<file path="config.mk">
export PLATFORM = sky130hd
export DESIGN_NAME = gate_test_sequencer_flat
export DESIGN_NICKNAME = d
export VERILOG_FILES = /design/src/rtl/gate_test_pkg.sv /design/src/rtl/gate_test_sequencer_if.sv /design/src/rtl/gate_golden_model.sv /design/src/rtl/gate_test_sequencer.sv /design/src/flat_wrapper.sv
export SDC_FILE = /design/constraint.sdc
export NUM_CORES = 1
export LEC_CHECK = 0
export BUFFER_PORTS_ARGS = -buffer_cell sky130_fd_sc_hd__clkbuf_2
export CAP_MARGIN = 20
export CORE_MARGIN = 3
export CORE_UTILIZATION = 47
export CTS_BUF_LIST = sky130_fd_sc_hd__clkbuf_8
export CTS_CLUSTER_DIAMETER = 150
export DETAILED_ROUTE_END_ITERATION = 8
export GPL_TIMING_DRIVEN = 0
export PLACE_DENSITY = 0.68
export SYNTH_ARGS = -nofsm -noshare
export SYNTH_HDL_FRONTEND = slang
export SYNTH_SLANG_ARGS = --single-unit
</file>
<file path="constraint.sdc">
create_clock -name i_clk -period 1.75 [get_ports i_clk]
set_clock_uncertainty 0.1 [all_clocks]
set_input_delay 0.0875 -clock i_clk [delete_from_list [all_inputs] [get_ports i_clk]]
set_output_delay 0.0875 -clock i_clk [all_outputs]
set_load 0.01 [all_outputs]
</file>
<file path="src/rtl/gate_test_pkg.sv">
// Shared constants for the gate self-test sequencer: golden-function encodings
// and the sequencer FSM state type.
package gate_test_pkg;

  localparam int unsigned OP_AND  = 0;
  localparam int unsigned OP_OR   = 1;
  localparam int unsigned OP_XOR  = 2;
  localparam int unsigned OP_NAND = 3;
  localparam int unsigned OP_NOR  = 4;
  localparam int unsigned OP_XNOR = 5;

  typedef enum logic [1:0] {
    IDLE,
    APPLY,
    CHECK,
    DONE
  } state_e;

endpackage

</file>
<file path="src/rtl/gate_test_sequencer_if.sv">
// Control/result bundle between the self-test sequencer and its surroundings,
// including the stimulus/response pair of the gate under test.
interface gate_test_sequencer_if #(
  parameter int unsigned N_IN = 2
);

  logic              start;
  logic [N_IN-1:0]   dut_in;
  logic              dut_out;
  logic              busy;
  logic              done;
  logic              pass;
  logic [N_IN:0]     fail_count;
  logic [N_IN-1:0]   first_fail_vec;

  // Sequencer side
  modport master (
    input  start,
    input  dut_out,
    output dut_in,
    output busy,
    output done,
    output pass,
    output fail_count,
    output first_fail_vec
  );

  // Environment side: issues start, hosts the gate, reads results
  modport slave (
    output start,
    output dut_out,
    input  dut_in,
    input  busy,
    input  done,
    input  pass,
    input  fail_count,
    input  first_fail_vec
  );

endinterface

</file>
<file path="src/rtl/gate_golden_model.sv">
// Combinational reference for the gate under test: a reduction over all input
// bits. With a single input the reductions collapse to the bit or its inverse.
module gate_golden_model
  import gate_test_pkg::*;
#(
  parameter int unsigned N_IN    = 2,
  parameter int unsigned GATE_OP = OP_AND
) (
  input  logic [N_IN-1:0] i_vec,
  output logic            o_expected
);

  // Select the reduction matching the configured gate
  always_comb begin
    o_expected = 1'b0;
    case (GATE_OP)
      OP_AND:  o_expected = &i_vec;
      OP_OR:   o_expected = |i_vec;
      OP_XOR:  o_expected = ^i_vec;
      OP_NAND: o_expected = ~&i_vec;
      OP_NOR:  o_expected = ~|i_vec;
      OP_XNOR: o_expected = ~^i_vec;
      default: o_expected = 1'b0;
    endcase
  end

endmodule

</file>
<file path="src/rtl/gate_test_sequencer.sv">
// Exhaustive self-test of a small combinational gate: steps through all 2^N_IN
// input vectors, holds each SETTLE cycles, checks the response against the
// golden model and reports mismatch count, first failing vector and pass.
module gate_test_sequencer
  import gate_test_pkg::*;
#(
  parameter int unsigned N_IN    = 2,
  parameter int unsigned GATE_OP = OP_AND,
  parameter int unsigned SETTLE  = 1
) (
  input  logic                  i_clk,
  input  logic                  i_rst,
  gate_test_sequencer_if.master io_bus
);

  localparam int unsigned     SW          = (SETTLE > 1) ? $clog2(SETTLE) : 1;
  localparam logic [SW-1:0]   SETTLE_LAST = SW'(SETTLE - 1);
  // Vector counter carries an extra bit so the last-vector test never relies on wrap
  localparam logic [N_IN:0]   LAST_VEC    = {1'b0, {N_IN{1'b1}}};

  state_e            r_state,          w_state;
  logic [N_IN:0]     r_vec,            w_vec;
  logic [SW-1:0]     r_settle,         w_settle;
  logic [N_IN-1:0]   r_dut_in,         w_dut_in;
  logic              r_busy,           w_busy;
  logic              r_done,           w_done;
  logic              r_pass,           w_pass;
  logic [N_IN:0]     r_fail_count,     w_fail_count;
  logic [N_IN-1:0]   r_first_fail_vec, w_first_fail_vec;
  logic              w_expected;

  gate_golden_model #(
    .N_IN    (N_IN),
    .GATE_OP (GATE_OP)
  ) u_golden (
    .i_vec      (r_vec[N_IN-1:0]),
    .o_expected (w_expected)
  );

  // Next-state and next-output logic for the sequencing FSM
  always_comb begin
    w_state          = r_state;
    w_vec            = r_vec;
    w_settle         = r_settle;
    w_dut_in         = r_dut_in;
    w_busy           = r_busy;
    w_done           = 1'b0;
    w_pass           = r_pass;
    w_fail_count     = r_fail_count;
    w_first_fail_vec = r_first_fail_vec;
    unique case (r_state)
      IDLE: begin
        if (io_bus.start) begin
          w_state          = APPLY;
          w_vec            = '0;
          w_settle         = '0;
          w_dut_in         = '0;
          w_fail_count     = '0;
          w_first_fail_vec = '0;
          w_pass           = 1'b0;
          w_busy           = 1'b1;
        end
      end
      APPLY: begin
        if (r_settle == SETTLE_LAST) begin
          w_settle = '0;
          w_state  = CHECK;
        end else begin
          w_settle = r_settle + SW'(1);
        end
      end
      CHECK: begin
        if (io_bus.dut_out != w_expected) begin
          w_fail_count = r_fail_count + (N_IN + 1)'(1);
          if (r_fail_count == '0) begin
            w_first_fail_vec = r_vec[N_IN-1:0];
          end
        end
        if (r_vec == LAST_VEC) begin
          w_state = DONE;
        end else begin
          w_vec    = r_vec + (N_IN + 1)'(1);
          w_dut_in = r_vec[N_IN-1:0] + N_IN'(1);
          w_state  = APPLY;
        end
      end
      DONE: begin
        // Final CHECK has already been folded into r_fail_count
        w_done  = 1'b1;
        w_busy  = 1'b0;
        w_pass  = (r_fail_count == '0);
        w_state = IDLE;
      end
    endcase
  end

  // State and result registers with synchronous reset
  always_ff @(posedge i_clk) begin
    if (i_rst) begin
      r_state          <= IDLE;
      r_vec            <= '0;
      r_settle         <= '0;
      r_dut_in         <= '0;
      r_busy           <= 1'b0;
      r_done           <= 1'b0;
      r_pass           <= 1'b0;
      r_fail_count     <= '0;
      r_first_fail_vec <= '0;
    end else begin
      r_state          <= w_state;
      r_vec            <= w_vec;
      r_settle         <= w_settle;
      r_dut_in         <= w_dut_in;
      r_busy           <= w_busy;
      r_done           <= w_done;
      r_pass           <= w_pass;
      r_fail_count     <= w_fail_count;
      r_first_fail_vec <= w_first_fail_vec;
    end
  end

  assign io_bus.dut_in         = r_dut_in;
  assign io_bus.busy           = r_busy;
  assign io_bus.done           = r_done;
  assign io_bus.pass           = r_pass;
  assign io_bus.fail_count     = r_fail_count;
  assign io_bus.first_fail_vec = r_first_fail_vec;

endmodule

</file>
<file path="src/flat_wrapper.sv">
// flat-port wrapper written by rule: the top's interface ports become plain ports
module gate_test_sequencer_flat import gate_test_pkg::*;
#(
  parameter int unsigned N_IN    = 2,
  parameter int unsigned GATE_OP = OP_AND,
  parameter int unsigned SETTLE  = 1
)
  (i_clk, i_rst, io_bus_start, io_bus_dut_out, io_bus_dut_in, io_bus_busy, io_bus_done, io_bus_pass, io_bus_fail_count, io_bus_first_fail_vec);
  gate_test_sequencer_if #(.N_IN(N_IN)) io_bus_i ();
  input  logic i_clk;
  input  logic i_rst;
  input wire logic [$bits(io_bus_i.start)-1:0] io_bus_start;
  input wire logic [$bits(io_bus_i.dut_out)-1:0] io_bus_dut_out;
  output wire logic [$bits(io_bus_i.dut_in)-1:0] io_bus_dut_in;
  output wire logic [$bits(io_bus_i.busy)-1:0] io_bus_busy;
  output wire logic [$bits(io_bus_i.done)-1:0] io_bus_done;
  output wire logic [$bits(io_bus_i.pass)-1:0] io_bus_pass;
  output wire logic [$bits(io_bus_i.fail_count)-1:0] io_bus_fail_count;
  output wire logic [$bits(io_bus_i.first_fail_vec)-1:0] io_bus_first_fail_vec;
  assign io_bus_i.start = io_bus_start;
  assign io_bus_i.dut_out = io_bus_dut_out;
  assign io_bus_dut_in = io_bus_i.dut_in;
  assign io_bus_busy = io_bus_i.busy;
  assign io_bus_done = io_bus_i.done;
  assign io_bus_pass = io_bus_i.pass;
  assign io_bus_fail_count = io_bus_i.fail_count;
  assign io_bus_first_fail_vec = io_bus_i.first_fail_vec;
  gate_test_sequencer #(.N_IN(N_IN), .GATE_OP(GATE_OP), .SETTLE(SETTLE)) u_core (.i_clk(i_clk), .i_rst(i_rst), .io_bus(io_bus_i));
endmodule
</file>
Word-level counts from Yosys, hierarchy flattened

Cells that the tools add are included.

Bits in registers: 16
Input port bits: 4
Output and inout bits: 10

Add/subtract/negate cells: 4
Equality and inequality tests: 10
Multiplexer cells: 22
Reductions and logical operators: 12

Operators with widths:

| cell                  | count |
|---|---|
| $mux W2               | 7 |
| $pmux W3 S2           | 2 |
| $mux W3               | 3 |
| $pmux W2 S2           | 2 |
| $pmux W2 S4           | 1 |
| $reduce_and A2 Y1     | 4 |
| $add A3 B1 Y3 const B | 2 |
| $ne A2 B2 Y1 const B  | 3 |
| $pmux W1 S2           | 3 |
| $reduce_and A3 Y1     | 2 |
| $reduce_bool A2 Y1    | 3 |
| $eq A2 B2 Y1 const B  | 2 |
| $mux W1               | 4 |
| $ne A2 B1 Y1 const B  | 2 |
| $reduce_and A4 Y1     | 1 |
| $eq A3 B2 Y1 const B  | 1 |
| $logic_not A3 Y1      | 1 |
| $add A2 B1 Y2 const B | 1 |
| $eq A2 B1 Y1 const B  | 1 |
| $logic_not A2 Y1      | 1 |
| $add A1 B1 Y1 const B | 1 |
| $ne A1 B1 Y1          | 1 |

Longest topological paths before layout

Word-level depth: 4
Mapped depth: 5
Mapped depth without buffers: 5

Modules after synthesis

From an unflattened synthesis, not the netlist that was laid out.

Cells, all modules: 78
Area, all modules: 669.4 µm²

By module, submodules not included:

| module              | instances | cells each | area an instance (µm²) |
|---|---|---|---|
| gate_test_sequencer | 1         | 77         | 663.1 |
| gate_golden_model   | 1         | 1          | 6.3 |

Least setup slack after synthesis

Ideal clock, no wire load.

Path kind: register -> register
Start point: reg, netlist name u_core.io_bus.dut_in[0]
End point: reg u_core.r_dut_in[0], in the netlist u_core.io_bus.dut_in[0]
Data arrival time: 1.202 ns
Data required time: 1.518 ns
Setup slack: 0.316 ns
Stages on the path, launching flop included: 6
Path buffers: 0
Clock period less this slack: 1.434 ns
Path through: dfxtp_1 ha_1 ha_1 and2_1 o21ai_0 a21oi_1

RTL lines:

| element              | line                       | RTL |
|---|---|---|
| end signal, assigned | gate_test_sequencer.sv:113 | `r_dut_in <= w_dut_in;` |
| end, declared        | gate_test_sequencer.sv:24  | `logic [N_IN-1:0] r_dut_in, w_dut_in;` |

==> metrics <==
Die ar. ~2000 µm²; Chip Width 44.8 µm; Setup crit end kind flop; Pleak ~0.00036 µW; Post-Syn Area per Cell about 8.5 µm²; post-detail-place hpwl around 970 µm; Peak Freq approximately 640 MHz; first-pass GRT wire length 2240 µm; CTS sink count 13; via/cell ratio around 5.4; fin crit share 0.891; Power Density roughly 770 nW/µm²; Psw 158 µW; Inserted Clock Buffers 3; top post-synthesis cells by area dfxtp_1 (37%), ha_1 (7.1%), a21oi_1 (6.4%); Yosys top cell by area dfxtp_1; Critical Path Fanout Max 7; CP Buf/Inv Count 0; first-pass iteration count of the detailed router 4; final routed DRC violation total 0; port bufs 13; RSZ-0062 raised after global routing no; Post-synth EDFFs 0; WP data arrival between 1.5 and 2 ns; CP most frequent cell ha_1; most frequent cells in the layout clkbuf_2 (13), dfxtp_1 (13), a21oi_1 (9), nor2_1 (6), nand2_1 (6); power share of the combinational group 0.109; post-CTS setup buffer count 0; DR vias 624; Max stage delay on crit path 0.36 ns; CP max stage cell dfxtp_1; initial antenna violation count 0; WP data required roughly 1.8 ns; Sw Share 0.244; asr flop ratio synth 0; Syn Nets ~90; post-synth top area share 0.367; Seq cells post-synth 13; Synth Flop Type dfxtp_1; initial core utilization 0.525; grt ovf 0; Worst slew margin 0.599; hold violation total from the final report 0; ant diodes 0; CTS tree built; Tightest Pin Transition roughly 0.60 ns; num ports 14; Root Buffer Master clkbuf_8; Synth Cell Area 708 µm²; post-layout net count 110; count of different cell masters after synthesis 31; Antenna Nets Post-Route 0; CP startpoint kind flop; worst hold path type in -> reg; Gate Count Post-Synth 83; hold_buf cts 1; CP startpoint u_core.io_bus.dut_in[0]$_SDFFE_PP0P_; Worst-Skew Late Latency about 0.24 ns; Syn. warnings 0; Final Max Slew Viols 0; reg-to-reg startpoint u_core.io_bus.dut_in[0]$_SDFFE_PP0P_; row cnt 13; delay-heaviest family, CP adder cells; flop2flop setup slack approximately 0.19 ns; Clk pwr share 0.411; hold slack approximately 0.16 ns; clock-pin slew on the worst setup and hold paths 0.06 ns; max cap viols 0; PostCTS Resize Cnt 0; vias in the first global route between 500 and 600; TNS Setup 0 ns; final wirelength 1410 µm; clk buf depth 2; Cell Area, Placed 792 µm²; WL/cell approximately 12 µm; final setup vio count 0; sequential area share after synthesis 0.367; fraction of layout cells with a size suffix above 1 0.248; largest net degree at the start of global routing 11; status finished clean; Seq pwr share 0.479; design area around 850 µm²; Hold Crit Start io_bus_start; Synth-to-Final Area Change 19.6%; Worst Setup Path Type reg -> reg; internal power between 400 and 500 µW; maximum VDD drop roughly 0.70 mV; gp weighted congestion between 0.6 and 0.7; GRT Resource Usage Total 0.161; critical path cell sequence ha_1, ha_1, and2_1, o21ai_0, a21oi_1; Die H roughly 45 µm; min cycle time layout approximately 1.6 ns; H-tree Lvls 1; core area approximately 1400 µm²; Iteration-0 DRC Markers 4
[layer usage]
| layer | vias to the layer above | part of all wire | wire [µm] | track usage |
|---|---|---|---|---|
| met5 | - | 0 | 0 | 0 |
| met4 | 0 | 0.017 | 24 | 0.0702 |
| met3 | 4 | 0.038 | 54 | 0.0717 |
| met2 | 9 | 0.47 | 667 | 0.241 |
| met1 | 288 | 0.47 | 667 | 0.200 |
| li1 | 323 | - | - | - |
[power groups by stage]
stage	clock network [µW]	registers [µW]	logic, µW
finish	267	311	70.8
global route	287	312	79.1
CTS	276	311	71.6
detailed placement	0	317	69.5
global placement	0	317	68.8
floorplan	0	317	46.5
[kinds of logic after synthesis]
group                    after synthesis  share of synthesized area
AND/OR/NAND/NOR                       34                      0.274
AO/OA/AOI/OAI                         20                      0.173
flip-flops                            13                      0.367
buffers and inverters                  9                     0.0654
adder cells (fa/ha/maj)                4                     0.0707
XOR/XNOR                               2                     0.0353
multiplexers                           1                     0.0141
[per-stage QoR]
step	utilization	setup slack (ns)	power, µW	cells
final	0.627	0.191	648	116
after global routing	0.627	0.0520	678	116
after CTS	0.627	0.198	658	116
after detailed placement	0.587	0.205	386	111
after global placement	0.587	0.215	386	111
after floorplan	-	0.316	364	83
[tightest hold or removal path, cell delays in order]
cell and delay [ns]:
clkbuf_2 0.10, nand2b_1 0.07, a21oi_1 0.15, nor4_1 0.05
[cell usage after synthesis (3+ instances only)]
cell,number
dfxtp_1,13
a21oi_1,9
nand2_1,6
nor2_1,6
ha_1,4
inv_1,4
nand2b_1,4
nor2b_1,4
and2_1,3
buf_4,3
o21ai_0,3
[flip-flops by register name, summed over array words and instances (netlist names)]
register,count
u_core.io_bus.done,1
u_core.r_state,2
u_core.io_bus.first_fail_vec,2
u_core.io_bus.dut_in,1
u_core.io_bus.pass,1
u_core.r_vec,2
u_core.io_bus.busy,1
u_core.io_bus.fail_count,3
[area by class of cell]
| type | count | area, µm² |
|---|---|---|
| clock buffers | 3 | 41.3 |
| plain buffers | 5 | 31.3 |
| multi-input cells | 61 | 402 |
| clock inverters | 1 | 3.75 |
| repair buffers | 14 | 75.1 |
| flip-flops and latches | 13 | 260 |
| well taps | 15 | 18.8 |
| fillers | 127 | 503 |
| inverters | 4 | 15.0 |
[final timing paths]
kind / cells after the start / endpoint
setup / recovery: 5 / u_core.r_vec[1]$_SDFFE_PP0P_
hold / removal: 4 / u_core.io_bus.pass$_SDFFE_PP0P_
setup reg to reg: 5 / u_core.r_vec[1]$_SDFFE_PP0P_
hold reg to reg: 2 / u_core.r_vec[2]$_SDFFE_PP0P_
Note: power is estimated with default switching activity, not from simulation.
